### src/rtl/lcd_frame_seq_pkg.sv
// Shared LCD sequencer definitions: FSM encodings, HD44780 DDRAM constants, RS values.
package lcd_pkg;

   typedef enum logic [2:0] {
      S_INIT       = 3'd0,
      S_INIT_WAIT  = 3'd1,
      S_ADDR       = 3'd2,
      S_ADDR_WAIT  = 3'd3,
      S_FETCH      = 3'd4,
      S_WRITE      = 3'd5,
      S_WRITE_WAIT = 3'd6,
      S_IDLE       = 3'd7
   } state_t;

   localparam logic [7:0] CMD_SET_DDRAM = 8'h80;
   localparam logic [7:0] LINE_BASE_0   = 8'h00;
   localparam logic [7:0] LINE_BASE_1   = 8'h40;
   localparam logic [7:0] LINE_BASE_2   = 8'h14;
   localparam logic [7:0] LINE_BASE_3   = 8'h54;

   localparam logic RS_CMD  = 1'b0;
   localparam logic RS_DATA = 1'b1;

   // Lines 2/3 continue lines 0/1 in DDRAM, hence the non-monotonic bases.
   function automatic logic [7:0] line_base(input logic [1:0] line);
      case (line)
         2'd0:    return LINE_BASE_0;
         2'd1:    return LINE_BASE_1;
         2'd2:    return LINE_BASE_2;
         default: return LINE_BASE_3;
      endcase
   endfunction

endpackage

### src/rtl/lcd_frame_seq_if.sv
// Handshake bundle between the frame sequencer and the init FSM, write engine and char buffer.
interface lcd_frame_seq_if #(parameter int ADDR_W = 5);

   logic              init_start;
   logic              init_done;
   logic              cmd_start;
   logic              cmd_rs;
   logic [7:0]        cmd_byte;
   logic              cmd_done;
   logic [ADDR_W-1:0] char_addr;
   logic [7:0]        char_data;

   modport master (
      output init_start, cmd_start, cmd_rs, cmd_byte, char_addr,
      input  init_done, cmd_done, char_data
   );

   modport slave (
      input  init_start, cmd_start, cmd_rs, cmd_byte, char_addr,
      output init_done, cmd_done, char_data
   );

endinterface

### src/rtl/lcd_frame_seq_pos_counter.sv
// Character index / line position tracker with line-end and frame-end flags.
module lcd_pos_counter #(
   parameter int NUM_CHARS      = 32,
   parameter int CHARS_PER_LINE = 16,
   parameter int ADDR_W         = 5
) (
   input  logic              clk,
   input  logic              reset,
   input  logic              clr,
   input  logic              inc,
   output logic [ADDR_W-1:0] index,
   output logic [1:0]        line,
   output logic              line_end,
   output logic              frame_end
);

   localparam logic [ADDR_W-1:0] LAST_CHAR = ADDR_W'(NUM_CHARS - 1);
   localparam logic [ADDR_W-1:0] LAST_COL  = ADDR_W'(CHARS_PER_LINE - 1);

   // A column counter avoids a modulo on the index to find line ends.
   logic [ADDR_W-1:0] col;

   assign line_end  = (col == LAST_COL);
   assign frame_end = (index == LAST_CHAR);

   // Advance position; clear has priority so a restart never half-increments.
   always_ff @(posedge clk) begin
      if (reset || clr) begin
         index <= '0;
         col   <= '0;
         line  <= 2'd0;
      end else if (inc) begin
         index <= index + ADDR_W'(1);
         if (line_end) begin
            col  <= '0;
            line <= line + 2'd1;
         end else begin
            col <= col + ADDR_W'(1);
         end
      end
   end

endmodule

### src/rtl/lcd_frame_seq.sv
// LCD frame sequencer: init handshake, then frames of characters with DDRAM
// set-address commands at each line start; continuous or single-shot.
//
//  state        | meaning
//  S_INIT       | pulse init_start
//  S_INIT_WAIT  | wait for init FSM to finish
//  S_ADDR       | issue set-DDRAM-address for current line
//  S_ADDR_WAIT  | wait for address command to complete
//  S_FETCH      | char_addr presented, buffer read in progress
//  S_WRITE      | latch char_data and issue it as data
//  S_WRITE_WAIT | wait for data byte, then pick next step
//  S_IDLE       | single-shot frame finished, waiting for refresh_req
module lcd_frame_seq
   import lcd_pkg::*;
#(
   parameter int NUM_CHARS      = 32,
   parameter int CHARS_PER_LINE = 16,
   parameter int ADDR_W         = 5,
   parameter bit CONTINUOUS     = 1'b1
) (
   input  logic              clk,
   input  logic              reset,
   lcd_frame_seq_if.master   lcd,
   input  logic              refresh_req,
   output logic              busy,
   output logic              frame_done
);

   state_t            state, state_nxt;
   logic              init_start_q, init_start_nxt;
   logic              cmd_start_q, cmd_start_nxt;
   logic              cmd_rs_q, cmd_rs_nxt;
   logic [7:0]        cmd_byte_q, cmd_byte_nxt;
   logic              frame_done_q, frame_done_nxt;
   logic              busy_q, busy_nxt;
   logic              pending_q, pending_nxt;
   logic              cnt_clr, cnt_inc;
   logic              restart;
   logic              refresh_window;
   logic [ADDR_W-1:0] index;
   logic [1:0]        line;
   logic              line_end, frame_end;

   lcd_pos_counter #(
      .NUM_CHARS      (NUM_CHARS),
      .CHARS_PER_LINE (CHARS_PER_LINE),
      .ADDR_W         (ADDR_W)
   ) u_pos (
      .clk       (clk),
      .reset     (reset),
      .clr       (cnt_clr),
      .inc       (cnt_inc),
      .index     (index),
      .line      (line),
      .line_end  (line_end),
      .frame_end (frame_end)
   );

   // Refresh requests are only remembered once the panel is initialised and streaming.
   assign refresh_window = state inside {S_ADDR, S_ADDR_WAIT, S_FETCH, S_WRITE, S_WRITE_WAIT};
   assign restart        = pending_q | refresh_req;

   // Next-state and next-output decode; outputs are registered so pulses are glitch-free.
   always_comb begin
      state_nxt      = state;
      init_start_nxt = 1'b0;
      cmd_start_nxt  = 1'b0;
      cmd_rs_nxt     = cmd_rs_q;
      cmd_byte_nxt   = cmd_byte_q;
      frame_done_nxt = 1'b0;
      pending_nxt    = pending_q | (refresh_req & refresh_window);
      cnt_clr        = 1'b0;
      cnt_inc        = 1'b0;
      case (state)
         S_INIT: begin
            init_start_nxt = 1'b1;
            state_nxt      = S_INIT_WAIT;
         end
         S_INIT_WAIT: begin
            if (lcd.init_done) state_nxt = S_ADDR;
         end
         S_ADDR: begin
            cmd_start_nxt = 1'b1;
            cmd_rs_nxt    = RS_CMD;
            cmd_byte_nxt  = CMD_SET_DDRAM | line_base(line);
            state_nxt     = S_ADDR_WAIT;
         end
         S_ADDR_WAIT: begin
            if (lcd.cmd_done) state_nxt = S_FETCH;
         end
         S_FETCH: begin
            state_nxt = S_WRITE;
         end
         S_WRITE: begin
            cmd_start_nxt = 1'b1;
            cmd_rs_nxt    = RS_DATA;
            cmd_byte_nxt  = lcd.char_data;
            state_nxt     = S_WRITE_WAIT;
         end
         S_WRITE_WAIT: begin
            if (lcd.cmd_done) begin
               if (frame_end) begin
                  frame_done_nxt = 1'b1;
                  cnt_clr        = 1'b1;
                  pending_nxt    = 1'b0;
                  state_nxt      = (CONTINUOUS || restart) ? S_ADDR : S_IDLE;
               end else if (restart) begin
                  cnt_clr     = 1'b1;
                  pending_nxt = 1'b0;
                  state_nxt   = S_ADDR;
               end else if (line_end) begin
                  cnt_inc   = 1'b1;
                  state_nxt = S_ADDR;
               end else begin
                  cnt_inc   = 1'b1;
                  state_nxt = S_FETCH;
               end
            end
         end
         S_IDLE: begin
            if (refresh_req) begin
               cnt_clr   = 1'b1;
               state_nxt = S_ADDR;
            end
         end
         default: state_nxt = S_INIT;
      endcase
      busy_nxt = (state_nxt != S_IDLE);
   end

   // State and output registers; reset aborts any transfer in progress.
   always_ff @(posedge clk) begin
      if (reset) begin
         state        <= S_INIT;
         init_start_q <= 1'b0;
         cmd_start_q  <= 1'b0;
         cmd_rs_q     <= 1'b0;
         cmd_byte_q   <= 8'h00;
         frame_done_q <= 1'b0;
         busy_q       <= 1'b0;
         pending_q    <= 1'b0;
      end else begin
         state        <= state_nxt;
         init_start_q <= init_start_nxt;
         cmd_start_q  <= cmd_start_nxt;
         cmd_rs_q     <= cmd_rs_nxt;
         cmd_byte_q   <= cmd_byte_nxt;
         frame_done_q <= frame_done_nxt;
         busy_q       <= busy_nxt;
         pending_q    <= pending_nxt;
      end
   end

   assign lcd.init_start = init_start_q;
   assign lcd.cmd_start  = cmd_start_q;
   assign lcd.cmd_rs     = cmd_rs_q;
   assign lcd.cmd_byte   = cmd_byte_q;
   assign lcd.char_addr  = index;
   assign busy           = busy_q;
   assign frame_done     = frame_done_q;

endmodule

### src/flat_wrapper.sv
// flat-port wrapper written by rule: the top's interface ports become plain ports
module lcd_frame_seq_flat import lcd_pkg::*;
#(
   parameter int NUM_CHARS      = 32,
   parameter int CHARS_PER_LINE = 16,
   parameter int ADDR_W         = 5,
   parameter bit CONTINUOUS     = 1'b1
)
  (clk, reset, refresh_req, busy, frame_done, lcd_init_start, lcd_cmd_start, lcd_cmd_rs, lcd_cmd_byte, lcd_char_addr, lcd_init_done, lcd_cmd_done, lcd_char_data);
  lcd_frame_seq_if #(.ADDR_W(ADDR_W)) lcd_i ();
  input  logic clk;
  input  logic reset;
  input  logic refresh_req;
  output logic busy;
  output logic frame_done;
  output wire logic [$bits(lcd_i.init_start)-1:0] lcd_init_start;
  output wire logic [$bits(lcd_i.cmd_start)-1:0] lcd_cmd_start;
  output wire logic [$bits(lcd_i.cmd_rs)-1:0] lcd_cmd_rs;
  output wire logic [$bits(lcd_i.cmd_byte)-1:0] lcd_cmd_byte;
  output wire logic [$bits(lcd_i.char_addr)-1:0] lcd_char_addr;
  input wire logic [$bits(lcd_i.init_done)-1:0] lcd_init_done;
  input wire logic [$bits(lcd_i.cmd_done)-1:0] lcd_cmd_done;
  input wire logic [$bits(lcd_i.char_data)-1:0] lcd_char_data;
  assign lcd_init_start = lcd_i.init_start;
  assign lcd_cmd_start = lcd_i.cmd_start;
  assign lcd_cmd_rs = lcd_i.cmd_rs;
  assign lcd_cmd_byte = lcd_i.cmd_byte;
  assign lcd_char_addr = lcd_i.char_addr;
  assign lcd_i.init_done = lcd_init_done;
  assign lcd_i.cmd_done = lcd_cmd_done;
  assign lcd_i.char_data = lcd_char_data;
  lcd_frame_seq #(.NUM_CHARS(NUM_CHARS), .CHARS_PER_LINE(CHARS_PER_LINE), .ADDR_W(ADDR_W), .CONTINUOUS(CONTINUOUS)) u_core (.clk(clk), .reset(reset), .lcd(lcd_i), .refresh_req(refresh_req), .busy(busy), .frame_done(frame_done));
endmodule
### config.mk
export PLATFORM = sky130hd
export DESIGN_NAME = lcd_frame_seq_flat
export DESIGN_NICKNAME = d
export VERILOG_FILES = /design/src/rtl/lcd_frame_seq_pkg.sv /design/src/rtl/lcd_frame_seq_if.sv /design/src/rtl/lcd_frame_seq_pos_counter.sv /design/src/rtl/lcd_frame_seq.sv /design/src/flat_wrapper.sv
export SDC_FILE = /design/constraint.sdc
export NUM_CORES = 1
export LEC_CHECK = 0
export BUFFER_PORTS_ARGS = -buffer_cell sky130_fd_sc_hd__buf_2
export CAP_MARGIN = 20
export CORE_MARGIN = 2
export CORE_UTILIZATION = 60
export CTS_BUF_LIST = sky130_fd_sc_hd__clkbuf_4
export DETAILED_ROUTE_END_ITERATION = 8
export PLACE_DENSITY = 0.87
export SLEW_MARGIN = 5
export SYNTH_ARGS = -nofsm -noshare
export SYNTH_HDL_FRONTEND = slang
export SYNTH_SLANG_ARGS = --single-unit
### constraint.sdc
create_clock -name clk -period 3.7 [get_ports clk]
set_input_delay 0.185 -clock clk [delete_from_list [all_inputs] [get_ports clk]]
set_output_delay 0.185 -clock clk [all_outputs]
set_load 0.02 [all_outputs]
==> metrics.yaml <==
clock_network:
  cts_hold_buf: 0
  cts.sinks: 29
  cts_max_path_buffers: 2
  clock_latency_ps: 330
  path_clk_slew_ps: 100
  postCtsResizedCells: 0
  root_buffer: "clkbuf_4"
  cts_inserted_buffers: 5
  cts_tree: "done"
  h-tree-depth: 2
  cts_setup_buffers: 0
synth:
  synth_top_area_share_pct: 40.5
  syn_inst: 173
  yosysWarnings: 0
  synthTopCellsByArea: "dfxtp_1, a21oi_1, ha_1, o21ai_0, nor2_1"
  ys.flop_type: "dfxtp_1"
  ys_types: 43
  synth-edff-count: 0
  syn_nets: 192
  syn_area_sq_um: 1430
  synth_seq_cells: 29
  synth_top_cell_by_area: "dfxtp_1"
  syn_avg_cell_area_sq_um: 8.29
  async_flop_share_pct: 0
  synth_seq_area_share_pct: 40.5
critical_path:
  worst_setup_path_start_kind: "register"
  crit_family: "flip-flops"
  cp.arrival_ps: 2340
  crit_slowest_cell: "dfxtp_1"
  crit_type: "register to register"
  critPathRequiredTime_ps: 3920
  cp_num_buf_inv: 0
  slowest_delay_ps: 850
  critPathMaxFanout: 28
  crit_chain: "nand4b_1 > a31o_2 > a21oi_1 > nor2_1"
  endpoint_kind: "register"
timing:
  worst_pin_slew_ps: 793
  setup_viol_count_final: 0
  fmax_mhz: 472
  hold_viol: 0
  skew_ps: 17.9
  drv_slew: 0
  rsz0062_at_grt: "no"
  tns_ps: 0
  setup_ws_ps: 1580
  period_minus_slack_ps: 2120
  post-route-period-util_pct: 57.3
  slew_headroom_pct: 47.1
  whs_ps: 111
global_route:
  grt_pass1_vias: 1205
  grt_pass1_wl_um: 4900
  grt_use_total_pct: 23.8
  grt_max_degree: 29
  antenna_found_initial: 0
  grt.overflow.total: 0
status:
  status: "completed"
finish:
  drive_above_1_share_pct: 21.3
  multi_input_area_sq_um: 783
  n_fill_cell: 192
  fin_nets: 220
  seqCellArea_sq_um: 581
  final_util_pct: 74.1
  area_growth_pct: 15.4
  antenna_cells: 0
floorplanning:
  start_util_pct: 64.2
  io-pin-count: 31
  core_sq_um: 2230
  dieArea_sq_um: 2800
  std_cell_rows: 17
  fp.dieH_um: 52.9
  die_w_um: 52.9
power:
  swShare_pct: 23.0
  p_comb_share_pct: 8.2
  leakage_uw: 0.000674
  power_switching_uw: 146
  p_int_uw: 487
  powerDensity_nw_per_um2: 382
  peakVddDrop_v: 0.000460
  clock_power_share_pct: 40.2
  seqPwrFrac_pct: 51.7
drt:
  drtPass1Iterations: 4
  first_iter_violations: 30
  drc: 0
  wl_um: 2920
  vias_per_cell: 5.82
  vias: 1338
  avgRoutedWirePerCell_um: 12.7
  ant_nets: 0
place:
  pre_cts_ws_ps: 1610
  place_hpwl_um: 2110
  portBuffers: 30
  gp_congestion: 0.768
flow_run:
  max_cap_viol_count: 0
min_path:
  hold_path.class: "primary input to register"
==> worst reg2reg max path, cell delays in order (launching register included) <==
cell and delay [ps]:
dfxtp_1 850, nand4b_1 570, a31o_2 400, a21oi_1 150, nor2_1 50
==> power by group through the flow <==
| stage | Clock [uW] | Sequential [uW] | Combinational (uW) |
|---|---|---|---|
| 3_5_place_dp | 0 | 334 | 51.6 |
| 3_3_place_gp | 0 | 334 | 50.8 |
| 2_1_floorplan | 0 | 335 | 33.6 |
| 4_1_cts | 259 | 327 | 51.9 |
| 5_1_grt | 273 | 328 | 57.0 |
| 6_report | 254 | 327 | 51.8 |
==> final cells by class <==
class                           instances  area share [%]
Clock buffer                            6            2.72
Clock inverter                          2            2.04
Inverter                                5            1.13
Multi-Input combinational cell        129            47.4
Sequential cell                        29            35.1
Tap cell                               28            2.12
Timing Repair Buffer                   31            9.53
==> metal layers <==
metal / GRT usage [%] / up-vias / routed length (um)
met4: 13.7 / 0 / 45
met1: 27.5 / 608 / 1260
li1: - / 681 / -
met3: 6.50 / 7 / 191
met5: 0 / - / 0
met2: 39.4 / 42 / 1420
==> cell usage after synthesis, types with 2 or more instances <==
cell      count
nand3_1       5
nor3b_1       2
inv_1         5
a21oi_1      18
nor4_1        2
o21bai_1      3
nor2b_1       3
and3_1        3
a31oi_1       2
dfxtp_1      29
buf_2         2
o21ai_0      13
nand2_1      13
nor3_1        8
nand4b_1      2
nand3b_1      3
a211oi_1      2
a22oi_1       4
or3_1         4
ha_1          6
nor2_1       16
clkbuf_1      6
and2_1        2
==> kinds of logic after synthesis <==
kind of cell / after synthesis / synth area share (%)
adders and majority gates: 6 / 5.24
and+or+nand+nor: 67 / 24.8
buffers and inverters: 15 / 4.89
muxes: 1 / 0.698
DFF: 29 / 40.5
AOI/OAI and AO/OA: 55 / 23.9
==> cells in the final DEF, fill, tap and decap left out, drive strengths merged, types with 4 or more instances in the layout <==
master	n
a21oi	19
a22oi	4
buf	31
clkbuf	6
dfxtp	29
ha	6
inv	5
nand2	14
nand3	5
nor2	16
nor3	9
o21ai	13
or3	4
==> metrics by stage <==
stage	cells	instance area, sq um	total power, uW
final	230	1650	633
after global routing	230	1650	658
after CTS	230	1650	638
after detailed placement	222	1580	386
after global placement	222	1580	384
after floorplan	173	1430	368
==> final timing paths <==
kind	slack (ps)	depth (start not counted)	end	start
max reg2reg	1580	4	u_core.u_pos.col[3]$_SDFFE_PP0P_	u_core.state[2]$_SDFF_PP0_
max	1580	4	u_core.u_pos.col[3]$_SDFFE_PP0P_	u_core.state[2]$_SDFF_PP0_
min	110	3	u_core.lcd.cmd_byte[3]$_SDFFE_PP0P_	lcd_char_data[3]
min reg2reg	470	1	u_core.u_pos.col[4]$_SDFFE_PP0P_	u_core.u_pos.col[4]$_SDFFE_PP0P_
==> sequential cells by signal, summed over array words and instances, names as in the netlist <==
name	cells
u_core.lcd.cmd_rs	1
u_core.lcd.cmd_start	1
u_core.pending_q	1
u_core.state	3
u_core.u_pos.line	2
u_core.lcd.cmd_byte	8
u_core.u_pos.index	5
u_core.lcd.init_start	1
u_core.busy	1
u_core.frame_done	1
u_core.u_pos.col	5
Power figures use the tool's default switching activity.
